===== config.mk =====
export PLATFORM = sky130hd
export DESIGN_NAME = rvfi_reorder_window
export DESIGN_NICKNAME = d
export VERILOG_FILES = /design/src/rtl/rvfi_reorder_window.sv
export SDC_FILE = /design/constraint.sdc
export NUM_CORES = 2
export LEC_CHECK = 0
export BUFFER_PORTS_ARGS = -buffer_cell sky130_fd_sc_hd__buf_4
export CORE_ASPECT_RATIO = 1.75
export CORE_MARGIN = 4
export CORE_UTILIZATION = 40
export CTS_CLUSTER_SIZE = 30
export DETAILED_ROUTE_END_ITERATION = 10
export PLACE_DENSITY = 0.58
export SLEW_MARGIN = 20
export SYNTH_ARGS = -nofsm -noshare
export SYNTH_HDL_FRONTEND = slang
export SYNTH_SLANG_ARGS = --single-unit

===== constraint.sdc =====
create_clock -name clock -period 20.1 [get_ports clock]
set_clock_uncertainty 0.2 [all_clocks]
set_input_delay 5.025 -clock clock [delete_from_list [all_inputs] [get_ports clock]]
set_output_delay 5.025 -clock clock [all_outputs]
set_load 0.01 [all_outputs]

===== src/rtl/rvfi_reorder_window.sv =====
// rvfi_reorder_window
//   Collects up to NRET out-of-order RVFI retirements per cycle into a WINDOW-entry
//   buffer indexed by the low bits of rvfi_order. It re-emits them one per cycle in
//   strictly increasing order. Rollbacks invalidate younger entries and are forwarded
//   in-band as a one-cycle marker.
//
// Ports:
//   clock, reset        clock and synchronous active-high reset
//   in_valid/order/insn/trap/intr  per-channel retirement bus (channel c in slice c)
//   in_rollback_valid/order        rollback request; order is the first invalidated
//   out_valid/order/insn/trap/intr single-channel in-order retirement stream
//   out_rollback_valid             rollback marker; out_order carries its order
//   next_order          order expected next at the head
//   occupancy           number of valid buffered entries
//   err_dup, err_window sticky error flags (slot collision, order outside window)
module rvfi_reorder_window #(
  parameter int unsigned NRET   = 2,
  parameter int unsigned ILEN   = 32,
  parameter int unsigned WINDOW = 8
) (
  input  logic                     clock,
  input  logic                     reset,
  input  logic [NRET-1:0]          in_valid,
  input  logic [64*NRET-1:0]       in_order,
  input  logic [ILEN*NRET-1:0]     in_insn,
  input  logic [NRET-1:0]          in_trap,
  input  logic [NRET-1:0]          in_intr,
  input  logic                     in_rollback_valid,
  input  logic [63:0]              in_rollback_order,
  output logic                     out_valid,
  output logic [63:0]              out_order,
  output logic [ILEN-1:0]          out_insn,
  output logic                     out_trap,
  output logic                     out_intr,
  output logic                     out_rollback_valid,
  output logic [63:0]              next_order,
  output logic [$clog2(WINDOW):0]  occupancy,
  output logic                     err_dup,
  output logic                     err_window
);

  localparam int unsigned IW = $clog2(WINDOW);

  logic [WINDOW-1:0] ent_valid_q, ent_valid_d;
  logic [63:0]       ent_order_q [WINDOW];
  logic [63:0]       ent_order_d [WINDOW];
  logic [ILEN-1:0]   ent_insn_q  [WINDOW];
  logic [ILEN-1:0]   ent_insn_d  [WINDOW];
  logic [WINDOW-1:0] ent_trap_q, ent_trap_d;
  logic [WINDOW-1:0] ent_intr_q, ent_intr_d;

  logic [63:0]       next_order_q, next_order_d;
  logic              out_valid_q, out_valid_d;
  logic              out_rb_q, out_rb_d;
  logic [63:0]       out_order_q, out_order_d;
  logic [ILEN-1:0]   out_insn_q, out_insn_d;
  logic              out_trap_q, out_trap_d;
  logic              out_intr_q, out_intr_d;
  logic              err_dup_q, err_dup_d;
  logic              err_window_q, err_window_d;

  logic [63:0]       base;
  logic              drain;
  logic [IW-1:0]     head;

  assign head = next_order_q[IW-1:0];

  always_comb begin
    ent_valid_d  = ent_valid_q;
    ent_order_d  = ent_order_q;
    ent_insn_d   = ent_insn_q;
    ent_trap_d   = ent_trap_q;
    ent_intr_d   = ent_intr_q;
    out_valid_d  = 1'b0;
    out_rb_d     = 1'b0;
    out_order_d  = out_order_q;
    out_insn_d   = out_insn_q;
    out_trap_d   = out_trap_q;
    out_intr_d   = out_intr_q;
    err_dup_d    = err_dup_q;
    err_window_d = err_window_q;
    base         = next_order_q;
    drain        = 1'b0;

    if (in_rollback_valid) begin
      for (int unsigned i = 0; i < WINDOW; i++) begin
        if (ent_valid_q[i] && (ent_order_q[i] >= in_rollback_order)) begin
          ent_valid_d[i] = 1'b0;
        end
      end
      if (in_rollback_order < next_order_q) begin
        base = in_rollback_order;
      end
      out_rb_d    = 1'b1;
      out_order_d = in_rollback_order;
    end else if (ent_valid_q[head] && (ent_order_q[head] == next_order_q)) begin
      drain             = 1'b1;
      out_valid_d       = 1'b1;
      out_order_d       = ent_order_q[head];
      out_insn_d        = ent_insn_q[head];
      out_trap_d        = ent_trap_q[head];
      out_intr_d        = ent_intr_q[head];
      ent_valid_d[head] = 1'b0;
    end

    // Writes are windowed against the post-rollback, pre-increment head. Walking
    // channels upward lets a lower channel claim a slot before a higher one.
    for (int unsigned c = 0; c < NRET; c++) begin
      if (in_valid[c]) begin
        if ((in_order[c*64 +: 64] >= base) &&
            ((in_order[c*64 +: 64] - base) < 64'(WINDOW))) begin
          if (ent_valid_d[in_order[c*64 +: IW]]) begin
            err_dup_d = 1'b1;
          end else begin
            ent_valid_d[in_order[c*64 +: IW]] = 1'b1;
            ent_order_d[in_order[c*64 +: IW]] = in_order[c*64 +: 64];
            ent_insn_d[in_order[c*64 +: IW]]  = in_insn[c*ILEN +: ILEN];
            ent_trap_d[in_order[c*64 +: IW]]  = in_trap[c];
            ent_intr_d[in_order[c*64 +: IW]]  = in_intr[c];
          end
        end else begin
          err_window_d = 1'b1;
        end
      end
    end

    next_order_d = base + {63'd0, drain};
  end

  always_ff @(posedge clock) begin
    if (reset) begin
      ent_valid_q  <= '0;
      next_order_q <= '0;
      out_valid_q  <= 1'b0;
      out_rb_q     <= 1'b0;
      out_order_q  <= '0;
      out_insn_q   <= '0;
      out_trap_q   <= 1'b0;
      out_intr_q   <= 1'b0;
      err_dup_q    <= 1'b0;
      err_window_q <= 1'b0;
    end else begin
      ent_valid_q  <= ent_valid_d;
      next_order_q <= next_order_d;
      out_valid_q  <= out_valid_d;
      out_rb_q     <= out_rb_d;
      out_order_q  <= out_order_d;
      out_insn_q   <= out_insn_d;
      out_trap_q   <= out_trap_d;
      out_intr_q   <= out_intr_d;
      err_dup_q    <= err_dup_d;
      err_window_q <= err_window_d;
    end
  end

  // Payload needs no reset: it is only ever read behind a valid bit.
  always_ff @(posedge clock) begin
    ent_order_q <= ent_order_d;
    ent_insn_q  <= ent_insn_d;
    ent_trap_q  <= ent_trap_d;
    ent_intr_q  <= ent_intr_d;
  end

  always_comb begin
    occupancy = '0;
    for (int unsigned i = 0; i < WINDOW; i++) begin
      occupancy = occupancy + {{IW{1'b0}}, ent_valid_q[i]};
    end
  end

  assign out_valid          = out_valid_q;
  assign out_rollback_valid = out_rb_q;
  assign out_order          = out_order_q;
  assign out_insn           = out_insn_q;
  assign out_trap           = out_trap_q;
  assign out_intr           = out_intr_q;
  assign next_order         = next_order_q;
  assign err_dup            = err_dup_q;
  assign err_window         = err_window_q;

endmodule


======== Word-level counts from Yosys, hierarchy flattened ========
Cells that the tools add are included.
storage, ports and cells
  word-level logic and storage cells ...... 184
  register bits after elaboration ......... 958
  input port bits ......................... 265
  ROM bits ................................ 0
  latch bits .............................. 0
  RAM bits ................................ 0
  output and inout bits ................... 170
  memories kept ........................... 0
operators by class
  add/sub/neg operators ................... 10
  shift-type cells ........................ 0
  $lt $le $gt $ge ......................... 24
  mux-type cells .......................... 95
  div/mod/pow operators ................... 0
  equal/unequal tests ..................... 1
  multiply operators ...................... 0
  reductions and logical operators ........ 18
  bitwise operators ....................... 8
operator list
  cell                                                                           count
  512-bit 2-to-1 mux                                                             6
  256-bit 2-to-1 mux                                                             6
  512-bit bitwise mux                                                            2
  64-bit greater-or-equal comparator                                             10
  256-bit bitwise mux                                                            2
  64-bit 2-to-1 mux                                                              8
  64-bit demux with 3-bit select                                                 2
  64-bit binary-select mux with 3-bit select                                     1
  32-bit demux with 3-bit select                                                 2
  8-bit 2-to-1 mux                                                               20
  64-bit by 4-bit less-than comparator with 1-bit output, second input constant  2
  32-bit 2-to-1 mux                                                              4
  64-bit subtractor                                                              2
  32-bit binary-select mux with 3-bit select                                     1
  64-bit by 1-bit adder with 64-bit output                                       1
  64-bit == test                                                                 1
  64-bit less-than comparator                                                    1
  8-bit bitwise mux                                                              4
  1-bit 2-to-1 mux                                                               29
  4-bit by 1-bit adder with 4-bit output                                         4
  1-bit logical AND                                                              16
  8-bit OR                                                                       2
  1-bit binary-select mux with 3-bit select                                      5
  4-bit greater-or-equal comparator, second input constant                       3
  13 further kinds                                                               22

======== Depth between registers and ports, before layout ========
  depth after elaboration ................. 18
  depth in mapped cells ................... 47

======== Worst setup path after synthesis ========
OpenSTA, ideal clock, no wires.
  path kind ............................... input to register
  start point ............................. input port in_rollback_order[15]
  end point ............................... register ent_order_q[317] (netlist bit)
  library setup time ...................... 123 ps
  arrival ................................. 15238 ps
  path buffers ............................ 14
  path slack .............................. 4539 ps
  data required time ...................... 19777 ps
  stages on the path ...................... 40
  path through ............................ ha_1 -> nand4_1 -> or4_1 -> a221o_1 -> a41oi_2 -> o21ai_1 -> buf_2 -> nand2_1 -> clkbuf_1 -> clkbuf_1 -> buf_1 -> clkbuf_1 -> buf_1 -> clkbuf_1 -> buf_1 -> clkbuf_1 -> buf_1 -> a21oi_1 -> [4 not listed] -> a21o_1 -> nor2_1 -> a2111oi_0 -> o221a_2 -> o21ai_1 -> or4_1 -> a2111oi_0 -> nand4b_1 -> a311oi_1 -> nand4b_1 -> or4_1 -> or4_1 -> buf_6 -> nor4_4 -> buf_4 -> buf_4 -> mux2_1 -> mux2_1
RTL lines
  element               RTL line  text
  start, declared       29        input logic [63:0] in_rollback_order,
  end signal, assigned  158       ent_order_q <= ent_order_d;
  end, declared         45        logic [63:0] ent_order_q [WINDOW];

==> summary.txt <==
status -> completed
worst path required time -> 20.56 ns
worst reg2reg setup slack -> 6.31 ns
switching share of total power -> 0.351
share of cells above drive strength 1 -> 0.181
initial DRC count -> 6329
Max Fclk -> 0.0576 GHz
Power Density -> 63.0 nW/um^2
CP peak stage delay -> 1.00 ns
GRT overflow -> 0
Final period util -> 0.864
Synthesis Warnings -> 0
fin util -> 0.454
Layout Nets -> 9142
Resize count post-CTS -> 0
crit-path max FO -> 66
Slowest-stage cell, CP -> or4_4
number of flops mapped to enable cells by yosys -> 0
setup tns final -> 0 ns
Logic pwr share -> 0.237
Most Used Layer, Global Route -> met2
die area -> 192000 sq um
Synth Cell Area -> 74000 sq um
IO Port Bufs -> 434
CTS clk-pin slew, worst paths -> 0.06 ns
crit start category -> input pin
worst r2r dst -> ent_order_q[198]
Initial Util -> 0.403
Die Y -> 577 um
CTS Hold Buffers Added -> 0
post-detail-place hpwl -> 323 mm
P_leak -> 39.3 nW
Via density -> 6.52
Net Switching -> 0.00184 W
critical path endpoint -> ent_order_q[198]
Mean Syn Cell Area -> 9.35 sq um
Clk pwr share -> 0.393
Fin. Hold Viols -> 0
Cell variety after synth -> 104
WP data arrival -> 17.82 ns
core area -> 184000 sq um
final setup vio count -> 0
CTS Root Cell -> clkbuf_16
met1 Resource Use GR -> 0.412
register area -> 19200 sq um
met3 usage -> 0.0999
DRC Markers -> 0
total number of vias -> 70.0k
worst min-delay path class -> reg -> reg
routing usage on met2 -> 0.682
synthesized netlist cell count -> 7914
CTS tree -> yes
Synth Net Count -> 8880
final WL -> 415 mm
worst-skew pair later-pin latency -> 0.80 ns
critical path's most frequent cell -> or4_1
vias in the first global route -> 69.4k
ys flop type -> dfxtp_1
overall global routing resource usage -> 0.415
drt first pass iters -> 8
Final min period -> 17.36 ns
CTS max path bufs -> 3
Multi-input gate area -> 52100 sq um
# H-tree levels -> 3
CTS Buf Count -> 102
antenna viol nets, final -> 0
gpl congestion -> 1.11
RR Startpoint -> next_order[13]
WL/cell -> 38.7 um
initial antenna violation count -> 55
Std-Cell Rows -> 208
sequential-to-total area share from yosys stat -> 0.259
Max-slew headroom -> 0.113
Die Width -> 333 um
Final Max Tran Viols -> 0
max cap viols -> 0
critical path class -> in -> reg
largest net degree at the start of global routing -> 68
Post-synth ARST share -> 0
worst slew pin tran -> 1.29 ns
synth-to-layout area growth -> 12.8%
RSZ-0062 raised after global routing -> no
Yosys reg bits -> 958
Seq pwr share -> 0.370
Worst R2R Path Depth -> 29
Critical Path Start -> in_rollback_order[13]
Internal -> 0.00341 W
Critical Path End Type -> flop
global-route wire length before repair -> 563 mm
Setup Buffers After CTS -> 0
CTS Sinks -> 958
# fillers -> 18.0k
Ports -> 435
Peak VDD IR -> 0.0778 mV
==> power groups by stage <==
stage          Combinational [W]  Sequential [W]  Clock (W)
6_report                 0.00125         0.00194    0.00207
5_1_grt                  0.00128         0.00194    0.00215
4_1_cts                  0.00120         0.00194    0.00208
3_5_place_dp             0.00119         0.00198          0
3_3_place_gp             0.00119         0.00198          0
2_1_floorplan           0.000603         0.00197          0
==> worst max-delay path, delay by kind of cell <==
family	cells	cell delay, ns
and+or+nand+nor	12	5.50
muxes	1	0.42
adders and majority gates	2	0.80
buffers and inverters	3	1.44
AOI/OAI and AO/OA	11	4.47
==> per-layer routing <==
metal / routed length [um] / vias up
met5: 291 / -
li1: - / 30200
met1: 138000 / 34400
met3: 30700 / 1628
met4: 55900 / 36
met2: 191000 / 3771
==> cells in the final DEF, fill, tap and decap left out, types with 207 or more instances in the layout <==
cell and instances:
ha_1 697, nand2_1 488, a21oi_1 551, buf_4 616, a21o_1 316, nor2_1 509
mux2i_1 213, o21ai_0 260, mux2_1 1029, dfxtp_1 955, mux2_2 484, inv_1 207
==> worst min-delay path by stage <==
stage | startpoint | endpoint | slack [ns] | cells past startpoint
finish | out_insn[20] | out_insn[20] | 0.26 | 2
global route | ent_order_q[256] | ent_order_q[256] | 0.29 | 2
CTS | out_insn[20] | out_insn[20] | 0.26 | 2
detailed placement | ent_order_q[256] | ent_order_q[256] | 0.25 | 2
global placement | ent_order_q[256] | ent_order_q[256] | 0.24 | 2
floorplan | ent_order_q[256] | ent_order_q[256] | 0.22 | 2
==> cells by family after synthesis <==
logic type               count (synthesis)  share of synthesized area
AO/OA/AOI/OAI                         1749                      0.154
XOR/XNOR                               159                     0.0188
adder cells (fa/ha/maj)                705                      0.119
buffers and inverters                  682                     0.0414
flip-flops                             958                      0.259
multiplexers                          1806                      0.282
AND/OR/NAND/NOR                       1855                      0.124
==> registers in the layout, indices dropped and copies added (netlist names) <==
signal,count
ent_order_q,512
ent_insn_q,256
next_order,64
out_order,64
out_insn,32
ent_intr_q,8
ent_trap_q,8
ent_valid_q,8
err_dup,1
err_window,1
out_intr,1
out_rollback_valid,1
out_trap,1
out_valid,1
==> final cells by class <==
type                            instances  share of cell area
Multi-Input combinational cell       6274               0.624
Sequential cell                       958               0.230
Timing Repair Buffer                  620              0.0563
Tap cell                             2415              0.0362
Clock buffer                          145              0.0357
Inverter                              220             0.00989
Clock inverter                         43             0.00667
Antenna cell                           56             0.00168
==> Yosys cell counts (all sizes together), types with 27 or more instances <==
cell / number / share of area
o21ai: 282 / 0.019
a21oi: 557 / 0.038
ha: 697 / 0.12
inv: 217 / 0.011
xnor2: 109 / 0.013
mux4: 74 / 0.023
a31oi: 55 / 0.0046
xor2: 50 / 0.0059
o21a: 27 / 0.0028
mux2: 1513 / 0.23
buf: 243 / 0.019
or4: 31 / 0.0031
and2: 29 / 0.0025
and3: 42 / 0.0036
nand4: 184 / 0.016
nor2: 513 / 0.026
nand2: 490 / 0.025
nor2b: 51 / 0.0043
or3: 45 / 0.0038
nand3b: 28 / 0.0028
o22ai: 38 / 0.0032
a211oi: 45 / 0.0046
a21o: 316 / 0.032
o211ai: 27 / 0.0028
dfxtp: 958 / 0.26
or2: 28 / 0.0024
nor4: 62 / 0.0064
nand3: 110 / 0.0074
o21bai: 53 / 0.0054
nand2b: 62 / 0.0052
o31ai: 29 / 0.0030
nor3: 103 / 0.0072
clkbuf: 219 / 0.011
a221oi: 73 / 0.0086
mux2i: 219 / 0.030
==> stage by stage <==
| step | setup slack (ns) | hold WS, ns | power, W | instance area (sq um) | std cells |
|---|---|---|---|---|---|
| 6_report | 2.74 | 0.259 | 0.00526 | 83500 | 10700 |
| 5_1_grt | 2.38 | 0.288 | 0.00537 | 83400 | 10700 |
| 4_1_cts | 3.16 | 0.260 | 0.00522 | 83200 | 10700 |
| 3_5_place_dp | 2.38 | 0.247 | 0.00318 | 79700 | 10500 |
| 3_3_place_gp | 2.58 | 0.236 | 0.00318 | 79600 | 10500 |
| 2_1_floorplan | 4.54 | 0.224 | 0.00257 | 74000 | 7914 |
(Power assumes the default switching activity.)
